[src/rtl/image_frame_tx.sv]
`timescale 1ns/1ps
// image_frame_tx: streams a stored W x W frame from synchronous memory in raster order
// as a valid/ready pixel stream with line/frame markers and a 2-entry output buffer.
//
//   state    | meaning
//   ---------+-----------------------------------------------------------
//   S_IDLE   | waiting for i_start, address counters held at zero
//   S_STREAM | issuing memory reads whenever the buffer has room
//   S_GAP    | idle cycles between lines, no reads
//   S_DRAIN  | all reads issued; wait for buffer empty, then pulse o_done
module image_frame_tx #(
    parameter int W        = 64,
    parameter int DATA_W   = 24,
    parameter int LINE_GAP = 0
) (
    input  logic                   axi_clk,
    input  logic                   reset_n,
    input  logic                   i_start,
    output logic                   o_busy,
    output logic                   o_done,
    output logic                   o_mem_rd_en,
    output logic [2*$clog2(W)-1:0] o_mem_addr,
    input  logic [DATA_W-1:0]      i_mem_rd_data,
    output logic [DATA_W-1:0]      o_rgb_data,
    output logic                   o_rgb_data_valid,
    input  logic                   i_ready,
    output logic                   o_line_end,
    output logic                   o_frame_end
);
    localparam int LW = $clog2(W);
    localparam logic [LW-1:0] LAST = LW'(W - 1);
    localparam logic [7:0] GAP_LOAD = (LINE_GAP > 0) ? 8'(LINE_GAP - 1) : 8'd0;

    typedef enum logic [1:0] {
        S_IDLE   = 2'd0,
        S_STREAM = 2'd1,
        S_GAP    = 2'd2,
        S_DRAIN  = 2'd3
    } state_t;

    state_t            state_q, state_d;
    logic [LW-1:0]     col_q, col_d, line_q, line_d;
    logic [7:0]        gap_q, gap_d;
    logic              inf_q, inf_le_q, inf_fe_q;
    logic [DATA_W-1:0] fifo_data_q [2];
    logic [1:0]        fifo_le_q, fifo_fe_q;
    logic              wr_ptr_q, rd_ptr_q;
    logic [1:0]        count_q, count_d;
    logic [2:0]        level;
    logic              fifo_valid, pop, rd_en, last_col, last_line, can_issue;

    assign fifo_valid = (count_q != 2'd0);
    assign pop        = fifo_valid && i_ready;
    assign last_col   = (col_q == LAST);
    assign last_line  = (line_q == LAST);

    // Buffered + in-flight entries after this cycle's pop; a new read must still fit.
    assign level     = {1'b0, count_q} + {2'b00, inf_q} - {2'b00, pop};
    assign can_issue = (level < 3'd2);

    always_ff @(posedge axi_clk or negedge reset_n) begin
        if (!reset_n) begin
            state_q <= S_IDLE;
        end else begin
            state_q <= state_d;
        end
    end

    always_comb begin
        state_d = state_q;
        case (state_q)
            S_IDLE: begin
                if (i_start) begin
                    state_d = S_STREAM;
                end
            end
            S_STREAM: begin
                if (rd_en && last_col) begin
                    if (last_line) begin
                        state_d = S_DRAIN;
                    end else if (LINE_GAP > 0) begin
                        state_d = S_GAP;
                    end
                end
            end
            S_GAP: begin
                if (gap_q == 8'd0) begin
                    state_d = S_STREAM;
                end
            end
            S_DRAIN: begin
                if (!fifo_valid && !inf_q) begin
                    state_d = S_IDLE;
                end
            end
            default: state_d = S_IDLE;
        endcase
    end

    always_comb begin
        o_busy = (state_q != S_IDLE);
        o_done = (state_q == S_DRAIN) && !fifo_valid && !inf_q;
        rd_en  = (state_q == S_STREAM) && can_issue;
    end

    always_comb begin
        col_d  = col_q;
        line_d = line_q;
        gap_d  = gap_q;
        if (state_q == S_IDLE) begin
            col_d  = '0;
            line_d = '0;
        end else if (rd_en && !(last_col && last_line)) begin
            if (last_col) begin
                col_d  = '0;
                line_d = line_q + LW'(1);
            end else begin
                col_d = col_q + LW'(1);
            end
        end
        if (state_q == S_STREAM) begin
            gap_d = GAP_LOAD;
        end else if (state_q == S_GAP && gap_q != 8'd0) begin
            gap_d = gap_q - 8'd1;
        end
    end

    always_ff @(posedge axi_clk or negedge reset_n) begin
        if (!reset_n) begin
            col_q    <= '0;
            line_q   <= '0;
            gap_q    <= '0;
            inf_q    <= 1'b0;
            inf_le_q <= 1'b0;
            inf_fe_q <= 1'b0;
        end else begin
            col_q    <= col_d;
            line_q   <= line_d;
            gap_q    <= gap_d;
            inf_q    <= rd_en;
            inf_le_q <= rd_en && last_col;
            inf_fe_q <= rd_en && last_col && last_line;
        end
    end

    always_comb begin
        count_d = count_q;
        if (inf_q && !pop) begin
            count_d = count_q + 2'd1;
        end else if (!inf_q && pop) begin
            count_d = count_q - 2'd1;
        end
    end

    // Sideband flags travel with the data so the head entry alone drives all outputs.
    always_ff @(posedge axi_clk or negedge reset_n) begin
        if (!reset_n) begin
            fifo_data_q[0] <= '0;
            fifo_data_q[1] <= '0;
            fifo_le_q      <= '0;
            fifo_fe_q      <= '0;
            wr_ptr_q       <= 1'b0;
            rd_ptr_q       <= 1'b0;
            count_q        <= '0;
        end else begin
            if (inf_q) begin
                fifo_data_q[wr_ptr_q] <= i_mem_rd_data;
                fifo_le_q[wr_ptr_q]   <= inf_le_q;
                fifo_fe_q[wr_ptr_q]   <= inf_fe_q;
                wr_ptr_q              <= ~wr_ptr_q;
            end
            if (pop) begin
                rd_ptr_q <= ~rd_ptr_q;
            end
            count_q <= count_d;
        end
    end

    assign o_mem_rd_en      = rd_en;
    assign o_mem_addr       = {line_q, col_q};
    assign o_rgb_data_valid = fifo_valid;
    assign o_rgb_data       = fifo_valid ? fifo_data_q[rd_ptr_q] : '0;
    assign o_line_end       = fifo_valid && fifo_le_q[rd_ptr_q];
    assign o_frame_end      = fifo_valid && fifo_fe_q[rd_ptr_q];

endmodule

[config.mk]
export PLATFORM = sky130hd
export DESIGN_NAME = image_frame_tx
export DESIGN_NICKNAME = d
export VERILOG_FILES = /design/src/rtl/image_frame_tx.sv
export SDC_FILE = /design/constraint.sdc
export NUM_CORES = 1
export LEC_CHECK = 0
export ABC_CLOCK_PERIOD_IN_PS = 5700
export BUFFER_PORTS_ARGS = -buffer_cell sky130_fd_sc_hd__buf_4
export CORE_MARGIN = 3
export CORE_UTILIZATION = 60
export DETAILED_ROUTE_END_ITERATION = 10
export HOLD_SLACK_MARGIN = 0.08
export PLACE_DENSITY = 0.93
export REMOVE_ABC_BUFFERS = 1
export SYNTH_ARGS = -nofsm -noshare
export SYNTH_HDL_FRONTEND = slang
export SYNTH_SLANG_ARGS = --single-unit
[constraint.sdc]
create_clock -name axi_clk -period 5.7 [get_ports axi_clk]
set_input_delay 0.285 -clock axi_clk [delete_from_list [all_inputs] [get_ports axi_clk]]
set_output_delay 0.285 -clock axi_clk [all_outputs]
set_load 0.1 [all_outputs]
# [After elaboration in Yosys (flattened, before gate mapping)]
# Index checks and enable logic that the tools add are counted.
[word_totals] ff_bits=81 in_bits=28 wordCells=104
[classes] bitwise_logic=4 n_mux=31 add_sub_neg=7 reduce_logical=31 n_lt_le_gt_ge=7 eq_ne=10
[op_table] cell="2-to-1 mux 24 bit" count=5
[op_table] cell="bitwise mux 48 bit" count=1
[op_table] cell="2-to-1 mux 6 bit" count=6
[op_table] cell="demux 24 bit (select 1 bit)" count=1
[op_table] cell="logical AND 1 bit" count=16
[op_table] cell="2-to-1 mux 8 bit" count=2
[op_table] cell="2-to-1 mux 2 bit" count=7
[op_table] cell="adder 6 x 1 -> 6 bit, second input constant" count=2
[op_table] cell="== test 6 bit, second input constant" count=2
[op_table] cell="nonzero test 2 bit" count=6
[op_table] cell="inequality test 2 bit, second input constant" count=5
[op_table] cell="zero test 8 bit" count=1
[op_table] cell="one-hot mux 2 bit (4 select lines)" count=1
[op_table] cell="nonzero test 8 bit" count=1
[op_table] cell="subtractor 8 x 1 -> 8 bit, second input constant" count=1
[op_table] cell="2-to-1 mux 1 bit" count=5
[op_table] cell="AND reduction 5 bit" count=1
[op_table] cell="bitwise mux 2 bit" count=2
[op_table] cell="== test 2 bit, second input constant" count=2
[op_table] cell="greater-or-equal comparator 2 bit, second input constant" count=2
[op_table] cell="zero test 1 bit" count=4
[op_table] cell="less-than comparator 1 x 2 -> 1 bit, second input constant" count=2
[op_table] cell="NOT 1 -> 2 bit" count=2
[op_table] cell="adder 2 x 1 -> 3 bit" count=1
[op_table] cell="11 further kinds" count=12

# [Logic depth before layout (Yosys ltp)]
# Gate-level depths: netlist (run 1).
[logic_depth] depth_word=8 mapped_depth=12 mapped_depth_nobuf=12

# [Worst setup path after synthesis (run 1)]
# Ideal clock, no wire load.
[synth_path] kind="register to register" startpoint="register count_q[1]" endpoint="register col_q[4]" required_time_ns=5.574 period_less_slack_ns=4.215 setup_slack_ns=1.485 setup_time_ns=0.126 n_path_buf=0 path_stages_with_launch=13 t_arrival_ns=4.089 cell_sequence="dfrtp_1 > nor2_1 > inv_1 > nand2_1 > inv_1 > ha_1 > nand2b_1 > fa_1 > nand3b_1 > or2_2 > inv_1 > nand2_1 > o311a_1"
[synth_between] elab_chain_cells=7 word_cells_on_any_way=8
[synth_rtl] item="start, declared" line_no="48" text="logic [1:0] count_q, count_d;"
[synth_rtl] item="start signal, assigned" line_no="175" text="count_q <= count_d;"
[synth_rtl] item="nonzero test 2 bit" line_no="52" text="assign fifo_valid = (count_q != 2'd0);"
[synth_rtl] item="via o_rgb_data_valid" line_no="25" text="output logic o_rgb_data_valid,"
[synth_rtl] item="logical AND 1 bit" line_no="53" text="assign pop = fifo_valid && i_ready;"
[synth_rtl] item="via pop" line_no="50" text="logic fifo_valid, pop, rd_en, last_col, last_line, can_issue;"
[synth_rtl] item="subtractor 3 x 1 -> 3 bit" line_no="58" text="assign level = {1'b0, count_q} + {2'b00, inf_q} - {2'b00, pop};"
[synth_rtl] item="less-than comparator 3 x 2 -> 1 bit" line_no="59" text="assign can_issue = (level < 3'd2);"
[synth_rtl] item="logical AND 1 bit" line_no="103" text="rd_en = (state_q == S_STREAM) && can_issue;"
[synth_rtl] item="via o_mem_rd_en" line_no="21" text="output logic o_mem_rd_en,"
[synth_rtl] item="logical AND 1 bit" line_no="113" text="end else if (rd_en && !(last_col && last_line)) begin"
[synth_rtl] item="nonzero test 2 bit (no source line)"
[synth_rtl] item="end signal, assigned" line_no="137" text="col_q <= col_d;"
[synth_rtl] item="end, declared" line_no="42" text="logic [LW-1:0] col_q, col_d, line_q, line_d;"
# The timed path passes the listed nets, and every way through them passes these cells.
# A chain may end at the register's enable or synchronous reset.

# [Worst setup path in the final report (run 1)]
[layout_path] startpoint="register count_q[1]" endpoint="output port o_mem_rd_en"
[layout_between] elab_chain_cells=5 word_cells_on_any_way=6
[layout_rtl] item="nonzero test 2 bit" line_no="52"
[layout_rtl] item="logical AND 1 bit" line_no="53"
[layout_rtl] item="via pop" line_no="50"
[layout_rtl] item="subtractor 3 x 1 -> 3 bit" line_no="58"
[layout_rtl] item="less-than comparator 3 x 2 -> 1 bit" line_no="59"
[layout_rtl] item="logical AND 1 bit" line_no="103"
[layout_rtl] item="end, declared" line_no="21"
# The timed path passes the listed nets, and every way through them passes these cells.

==> results of run 1 <==
==> per-layer routing <==
metal | global-route usage [%] | vias up
met5 | 0 | -
met4 | 7.19 | 0
met3 | 5.09 | 11
met2 | 38.5 | 71
met1 | 28.4 | 1335
li1 | - | 1267
==> per-stage QoR <==
step,utilization (%),hold slack [ps]
after detailed placement,73.0,467
after floorplan,-,-10.6
after global routing,77.1,163
after CTS,77.1,125
final,77.1,91.2
after global placement,73.0,464
==> cell type report <==
cell class | instances | area [um^2] | area share (%)
clock buffer | 10 | 138 | 2.94
clock inverter | 6 | 113 | 2.41
tap | 75 | 93.8 | 2.01
timing repair buffer | 73 | 548 | 11.7
multi-input combinational | 213 | 1710 | 36.7
inverter | 11 | 41.3 | 0.883
sequential | 81 | 2030 | 43.4
==> kinds of logic after synthesis <==
| kind of cell | after synthesis | synth area share [%] |
|---|---|---|
| AND/OR/NAND/NOR | 85 | 11.0 |
| buffers and inverters | 24 | 2.67 |
| XOR/XNOR | 8 | 1.83 |
| multiplexers | 83 | 23.3 |
| flip-flops | 81 | 52.8 |
| AO/OA/AOI/OAI | 30 | 5.87 |
| adder cells (fa/ha/maj) | 7 | 2.48 |
==> worst paths after layout <==
path | start | end | slack (ps)
worst max register to register | count_q[1] | line_q[1] | 2530
max in group asynchronous | reset_n | gap_q[7] | 4980
worst min register to register | rd_ptr_q | rd_ptr_q | 470
worst max-delay path | count_q[1] | o_mem_rd_en | 2140
worst min-delay path | reset_n | fifo_data_q[5] | 90
min in group axi_clk | i_mem_rd_data[20] | fifo_data_q[44] | 170
==> cells in the mapped netlist (all sizes together), types with 2 or more instances <==
| cell | count | area, um^2 |
|---|---|---|
| xnor2 | 3 | 26.3 |
| or2 | 2 | 12.5 |
| xor2 | 5 | 43.8 |
| a41o | 2 | 20.0 |
| mux2 | 52 | 586 |
| nand3b | 2 | 15.0 |
| or3 | 3 | 18.8 |
| a31oi | 2 | 12.5 |
| o21ai | 9 | 45.0 |
| buf | 5 | 31.3 |
| a21oi | 3 | 15.0 |
| mux2i | 31 | 310 |
| a31o | 3 | 26.3 |
| nand2b | 3 | 18.8 |
| clkbuf | 8 | 30.0 |
| dfrtp | 81 | 2030 |
| and3 | 4 | 25.0 |
| inv | 11 | 41.3 |
| nand3 | 7 | 35.0 |
| nor4 | 4 | 25.0 |
| nor3 | 4 | 20.0 |
| nor2 | 31 | 116 |
| o211ai | 3 | 22.5 |
| ha | 6 | 75.1 |
| nand2 | 19 | 71.3 |
==> flip-flops by register name (all words and copies together) (netlist names) <==
| register | cells |
|---|---|
| fifo_le_q | 2 |
| inf_fe_q | 1 |
| wr_ptr_q | 1 |
| state_q | 2 |
| fifo_fe_q | 2 |
| inf_q | 1 |
| gap_q | 8 |
| line_q | 6 |
| inf_le_q | 1 |
| col_q | 6 |
| count_q | 2 |
| fifo_data_q | 48 |
| rd_ptr_q | 1 |
==> run summary, run 1 <==
Final worst setup slack -> 2140 ps
Synth Warn # -> 0
Rows -> 28
CTS buffer count -> 9
Clk buf depth -> 2
CP max stage delay -> 490 ps
Total negative slack -> 0 ps
Reg2reg path depth -> 11
Final Cycle Share -> 62.5%
DRC -> 0
Post-Syn Instances -> 318
Max_cap viols -> 0
Clock Latency Late Sink -> 360 ps
CTS tree -> done
Flops & latches, synth -> 81
Crit-path slowest cell -> fa_1
WL met1 -> 3350 um
Final nets -> 424
# IOs -> 70
Die area -> 7390 um^2
Met2 WL -> 3990 um
Final setup vio count -> 0
Pin count of the biggest net entering global routing -> 82
Vias per inst -> 5.72
Die height -> 86.0 um
Post-route insts no fill -> 469
Endpoint class of the critical path -> output pin
Worst hold path type -> primary input to async pin
Pre-CTS WS -> 2560 ps
Initial core utilization -> 63.3%
Count of filler cells inserted in the layout -> 391
Placed Area -> 4420 um^2
Top layer in use -> met4
CP dominant cell by count -> inv_1
First-pass iteration count of the detailed router -> 4
Number of diodes -> 0
WP data arrival -> 3280 ps
Post-DP HPWL -> 5290 um
Post-synthesis async set-or-reset flop share -> 100%
Min Tclk post-route -> 3560 ps
Core Region -> 6060 um^2
Post-route design area -> 4670 um^2
Critical Path RT -> 5410 ps
Antenna Nets Post-Route -> 0
Drt wl/cell -> 16.8 um
CP max FO -> 7
Pins Over Slew Limit -> 0
WP depth -> 11
Initial antenna violation count -> 0
Crit Path Class -> flip-flop to output pin
Share of cells above drive strength 1 -> 38.3%
Overall die width -> 86.0 um
Clk sinks -> 81
GRT Total Usage -> 22.5%
Status -> finished, final reports clean
Critical path cell sequence -> nor2_2, inv_1, nand2_1, inv_1, ha_1, nand2b_1, fa_1, nand3b_1, or2_2, inv_1, buf_4
Most frequent cells in the layout -> dfrtp_1, buf_4, mux2_2
Post-CTS Setup Repair Bufs -> 0
EDFF count, synth -> 0
DRT Wirelength -> 7860 um
Top delay family on crit path -> simple AND/OR/NAND/NOR gates
DRT iter0 DRCs -> 142
CP Buf/Inv Count -> 4
I/O Buffers -> 69
H-tree lvl count -> 3
Reg clk slew, reported paths -> 80 ps
Post-CTS sizing -> 0
Grt total ovfl -> 0
Synth unique cells -> 42
Rel. slew slack -> 34.7%
Commonest non-fill, non-tap cell in the layout -> dfrtp_1
Placed insts -> 453
Vias in the first global route -> 2749
Met3 wire len -> 396 um
Primary FF master, synth -> dfrtp_1
Worst slew pin tran -> 980 ps
Clock Skew -> 10.4 ps
RD Place Congestion -> 0.727
Area grow syn2layout -> 21.8%
Post-CTS Hold Fix Bufs -> 0
RSZ-0062 raised after global routing -> false
Seq/Total Area, Yosys -> 52.8%
Max Fclk -> 281 MHz
Post-Syn Area -> 3840 um^2
Final hold violation count -> 0
Mean Syn Cell Area -> 12.1 um^2
Via Count -> 2684
CTS root buffer -> clkbuf_8
First-pass GRT wire length -> 13000 um
Setup crit start kind -> flip-flop
Power of run 1 is not shown: default switching activity piles up to over one toggle a cycle in this logic, so the estimate is an artifact.
==> run 2, diff against run 1 <==
- ABC_AREA: default -> 1
- ABC_CLOCK_PERIOD_IN_PS: 5700 -> 3700
- CORE_UTILIZATION: 60 -> 56
- PLACE_DENSITY: 0.93 -> 0.88
- clock period: 5.7 -> 3.7 ns (I/O delays scaled with it)
==> run summary, run 2 <==
Status -> finished, final reports clean
Rows -> 29 (+3.6%)
Min Tclk post-route -> 3260 ps
Grt total ovfl -> 0 (unchanged)
Clk sinks -> 81 (unchanged)
Initial antenna violation count -> 0 (unchanged)
Max Fclk -> 306 MHz
Die height -> 90.0 um (+4.7%)
Final Cycle Share -> 88.2%
CP max FO -> 7 (unchanged)
H-tree lvl count -> 3 (unchanged)
Rel. slew slack -> 34.2% (-0.49 points)
Post-Syn Area -> 3950 um^2 (+3.0%)
Final hold violation count -> 0 (unchanged)
Min-delay src -> i_mem_rd_data[20]
Pin count of the biggest net entering global routing -> 82 (unchanged)
Post-route design area -> 4780 um^2 (+2.3%)
First-pass GRT wire length -> 15300 um (+17%)
CP startpoint -> count_q[1]
Most area-hungry cell type in the Yosys netlist -> dfrtp_1
Flops & latches, synth -> 81 (unchanged)
Initial core utilization -> 59.9% (-3.5 points)
Via Count -> 3422 (+27%)
Primary FF master, synth -> dfrtp_1
Critical R2R Launch -> count_q[1]
First-pass iteration count of the detailed router -> 4 (unchanged)
CTS root buffer -> clkbuf_8
R2R setup slack -> 800 ps (-1730 ps)
DRT iter0 DRCs -> 202 (+42%)
Synth area leaders -> dfrtp_1, nand2_1, o21ai_0
Share of cells above drive strength 1 -> 18.8% (-20 points)
Post-CTS Setup Repair Bufs -> 0 (unchanged)
Most frequent cells in the layout -> nand2_1, dfrtp_1, buf_4
Drt wl/cell -> 13.5 um (-19%)
Count leader, synth -> nand2_1
Pins Over Slew Limit -> 0 (unchanged)
Max FFs per register -> 48 (unchanged)
Post-synthesis async set-or-reset flop share -> 100% (unchanged)
Core Region -> 6600 um^2 (+9.0%)
Endpoint class of the critical path -> output pin
Hold Worst Slack -> 102 ps (+10.6 ps)
Final setup vio count -> 0 (unchanged)
DRC -> 0 (unchanged)
Antenna Nets Post-Route -> 0 (unchanged)
Crit Path Class -> flip-flop to output pin
RD Place Congestion -> 0.827 (+14%)
Worst hold path type -> primary input to flip-flop
Die area -> 8100 um^2 (+9.6%)
Placed Area -> 4550 um^2 (+2.7%)
Regs by FF count -> fifo_data_q x48, gap_q x8
I/O Buffers -> 69 (unchanged)
Vias in the first global route -> 3384 (+23%)
Post-DP HPWL -> 5800 um (+9.6%)
GRT Total Usage -> 22.6% (+0.087 points)
Post-CTS sizing -> 0 (unchanged)
Number of diodes -> 0 (unchanged)
# IOs -> 70 (unchanged)
RSZ-0062 raised after global routing -> false
Reg with most FFs -> fifo_data_q
Area grow syn2layout -> 21.0%
EDFF count, synth -> 0 (unchanged)
Max_cap viols -> 0 (unchanged)
Critical Path RT -> 3510 ps (-1900 ps)
Commonest non-fill, non-tap cell in the layout -> nand2_1
Reg clk slew, reported paths -> 90 ps (about the same)
Post-layout util -> 72.4% (-4.7 points)
Setup crit start kind -> flip-flop
Final nets -> 588 (+39%)
CTS buffer count -> 9 (unchanged)
Seq/Total Area, Yosys -> 51.3% (-1.5 points)
Total negative slack -> 0 ps (unchanged)
Synth unique cells -> 31 (-26%)
CTS tree -> done
Worst slew pin tran -> 987 ps (+7.42 ps)
Clock Skew -> 8.49 ps (-1.86 ps)
Post-Syn Instances -> 486 (+53%)
Yosys top cell area share -> 51.3% (-1.5 points)
Vias per inst -> 5.26 (-8.1%)
WP data arrival -> 3080 ps (-200 ps)
Mean Syn Cell Area -> 8.14 um^2 (-33%)
Overall die width -> 90.0 um (+4.7%)
Synth cell count leaders -> nand2_1, dfrtp_1, o21ai_0
Clock Latency Late Sink -> 350 ps (about the same)
Synth Warn # -> 0 (unchanged)
DRT Wirelength -> 8790 um (+12%)
Clk buf depth -> 2 (unchanged)
==> run 2: cell types whose count changed after synthesis, moves of 4 or more <==
cell and change:
clkbuf_1 +5, mux2i_1 -31, inv_1 +39, and3_1 -4, nor2_1 -13, a21oi_1 +27, nand2_1 +139, nand3_1 +16
mux2_2 -52, nor4_1 -4, o21ai_0 +54
==> run 2: path summary, 6_finish.rpt <==
check                                        to  cells after the start
worst max-delay path                o_mem_rd_en                     10
worst min-delay path            fifo_data_q[44]                      3
worst max register to register        line_q[3]                     14
worst min register to register         gap_q[1]                      2
max in group asynchronous       fifo_data_q[19]                      2
min in group asynchronous       fifo_data_q[11]                      2
==> run 2: metrics by stage <==
| step | setup WS (ps) | instances |
|---|---|---|
| after floorplan | -586 | 468 |
| after global placement | 986 | 634 |
| after detailed placement | 842 | 634 |
| after CTS | 438 | 651 |
| after global routing | 326 | 651 |
| final | 435 | 651 |
==> run 2: critical path, stage by stage, from the launching register on <==
cell	delay, ps
dfrtp_1	440
nor2_2	160
inv_1	100
nand2_1	130
inv_1	70
ha_1	270
or2_2	310
fa_1	480
nand3b_1	130
nor2_4	290
buf_4	350
==> run 2: layout make-up <==
class | count | area (um^2)
clock buffers | 9 | 124
clock inverters | 7 | 104
fillers | 507 | 1820
inverters | 53 | 199
multi-input cells | 334 | 1660
flip-flops and latches | 81 | 2030
well taps | 93 | 116
repair buffers | 74 | 558
==> run 2: what timing repair did <==
action                     CTS  global route
setup endpoints to repair    0             0
hold buffers                 1             0
hold endpoints to repair    81             0
==> run 2: layer usage <==
metal	routed length [um]	vias to the layer above	GRT usage, %
met5	0	-	0
met4	66	0	5.61
met3	469	8	5.93
met2	4340	100	38.8
met1	3910	1634	28.6
li1	-	1680	-
==> run 2: cell families (layout without fill, tap and decap cells) <==
group | count (synthesis) | in the layout | synth area share, %
AOI/OAI and AO/OA | 96 | 96 | 12.4
and+or+nand+nor | 223 | 223 | 25.3
buffers and inverters | 71 | 143 | 6.87
DFF | 81 | 81 | 51.3
adders and majority gates | 7 | 7 | 2.41
xor gates and xnor gates | 8 | 8 | 1.77
Power of run 2 is left out for the same reason.
==> run 3, diff against run 2 <==
- ABC_CLOCK_PERIOD_IN_PS: 3700 -> 4100
- CORE_UTILIZATION: 56 -> 60
- PLACE_DENSITY: 0.88 -> 0.93
- clock period: 3.7 -> 4.1 ns (I/O delays scaled with it)
==> run summary, run 3 (synthesis gave the netlist of run 2 again) <==
Most used routing layer in global routing -> met2
Pin count of the biggest net entering global routing -> 82 (unchanged)
Met3 Use GR -> 5.77% (-0.16 points)
Max_cap viols -> 0 (unchanged)
WP data arrival -> 3370 ps (+290 ps)
H-tree lvl count -> 3 (unchanged)
Vias per inst -> 5.53 (+5.2%)
Grt total ovfl -> 0 (unchanged)
CP startpoint -> count_q[1]
# IOs -> 70 (unchanged)
Rel. slew slack -> 33.6% (-0.62 points)
Pins Over Slew Limit -> 0 (unchanged)
Max Fclk -> 280 MHz
RSZ-0062 raised after global routing -> false
Clock Skew -> 11.8 ps (+3.34 ps)
Reg clk slew, reported paths -> 80 ps (about the same)
Post-route design area -> 4740 um^2 (-0.99%)
Regs by FF count -> fifo_data_q x48, gap_q x8
Critical R2R Launch -> count_q[1]
CTS root buffer -> clkbuf_8
Setup crit start kind -> flip-flop
RD Place Congestion -> 0.896 (+8.3%)
Commonest non-fill, non-tap cell in the layout -> nand2_1
Die area -> 7600 um^2 (-6.2%)
DRT iter0 DRCs -> 276 (+37%)
CP Buf/Inv Count -> 4 (+1)
Final setup vio count -> 0 (unchanged)
Endpoint class of the critical path -> output pin
Overall die width -> 87.2 um (-3.2%)
Global Route met2 Usage -> 41.6% (+2.8 points)
Post-DP HPWL -> 5970 um (+3.0%)
Placed Area -> 4520 um^2 (-0.50%)
Worst slew pin tran -> 996 ps (+9.25 ps)
Reg with most FFs -> fifo_data_q
Status -> finished, final reports clean
Rows -> 28 (-3.4%)
CTS tree -> done
Min-delay src -> i_mem_rd_data[11]
Share of cells above drive strength 1 -> 18.8% (unchanged)
Drt wl/cell -> 14.3 um (+5.9%)
Top delay family on crit path -> simple AND/OR/NAND/NOR gates
Initial core utilization -> 64.5% (+4.6 points)
DRT Wirelength -> 9050 um (+3.0%)
Post-layout util -> 77.2% (+4.8 points)
Die height -> 87.2 um (-3.2%)
Number of diodes -> 0 (unchanged)
Clk sinks -> 81 (unchanged)
CTS buffer count -> 9 (unchanged)
Clock Latency Late Sink -> 360 ps (about the same)
Critical Path RT -> 3890 ps (+380 ps)
Area grow syn2layout -> 19.8%
Via Count -> 3499 (+2.3%)
Placed insts -> 616 (-2.8%)
DRC -> 0 (unchanged)
CP max FO -> 28 (+21)
Initial antenna violation count -> 0 (unchanged)
Post-CTS Setup Repair Bufs -> 0 (unchanged)
Crit-path slowest cell -> fa_1
I/O Buffers -> 69 (unchanged)
Final Cycle Share -> 87.2%
Crit Path Class -> flip-flop to output pin
Post-route insts no fill -> 633 (-2.8%)
Critical path cell sequence -> nor2_2, buf_4, inv_1, nand2_1, inv_1, ha_1, or2_2, fa_1, nand3b_1, nor2_4, buf_4
Min Tclk post-route -> 3580 ps
Final nets -> 588 (unchanged)
Clk buf depth -> 2 (unchanged)
First-pass iteration count of the detailed router -> 5 (+1)
Final hold violation count -> 0 (unchanged)
Vias in the first global route -> 3393 (+0.27%)
M1 GR Usage -> 33.1% (+4.5 points)
CP max stage delay -> 500 ps (+20 ps)
Core Region -> 6130 um^2 (-7.2%)
Worst hold path type -> primary input to flip-flop
First-pass GRT wire length -> 15200 um (-0.13%)
Max FFs per register -> 48 (unchanged)
GRT Total Usage -> 25.6% (+3.0 points)
Antenna Nets Post-Route -> 0 (unchanged)
Most frequent cells in the layout -> nand2_1, dfrtp_1, buf_4
-- run 3: changes by cell type in the layout (fill, tap and decap cells not counted) --
| cell | change |
|---|---|
| inv_6 | +1 |
| clkinvlp_4 | +1 |
| inv_8 | -1 |
| bufinv_16 | -1 |
-- run 3: path summary, 6_finish.rpt --
kind | cells past startpoint | end | slack, ps
max in group asynchronous | 2 | rd_ptr_q | 2910
max reg2reg | 15 | line_q[2] | 920
min | 3 | fifo_data_q[11] | 120
min reg2reg | 2 | fifo_fe_q[0] | 490
max | 11 | o_mem_rd_en | 520
min in group asynchronous | 2 | fifo_data_q[26] | 550
-- run 3: cell type report --
class	instances	area [um^2]
Clock buffer	9	124
Fill cell	425	1400
Timing Repair Buffer	74	558
Tap cell	75	93.8
Sequential cell	81	2030
Inverter	53	199
Multi-Input combinational cell	334	1660
Clock inverter	7	78.8
-- run 3: tightest hold or removal path: cells and delay by family --
family	cells	cell delay, ps
AO/OA/AOI/OAI	1	80
buffers and inverters	2	160
-- run 3: metal layers --
layer / up-vias / part of all wire, % / wire, um
met5: - / 0 / 0
met4: 0 / 2.2 / 195
met3: 23 / 6.9 / 629
met2: 140 / 49 / 4400
met1: 1663 / 42 / 3830
li1: 1673 / - / -
-- run 3: repair_timing --
item,in CTS,in global routing
resized for setup,0,0
hold endpoints to repair,81,0
hold buffers,1,0
-- run 3: metrics by stage --
stage | hold slack [ps] | setup WS, ps | setup TNS [ps]
floorplan | -90.6 | -186 | -1630
global placement | 416 | 1000 | 0
detailed placement | 430 | 916 | 0
CTS | 110 | 517 | 0
global route | 128 | 333 | 0
finish | 122 | 523 | 0
Power of run 3 is left out for the same reason.
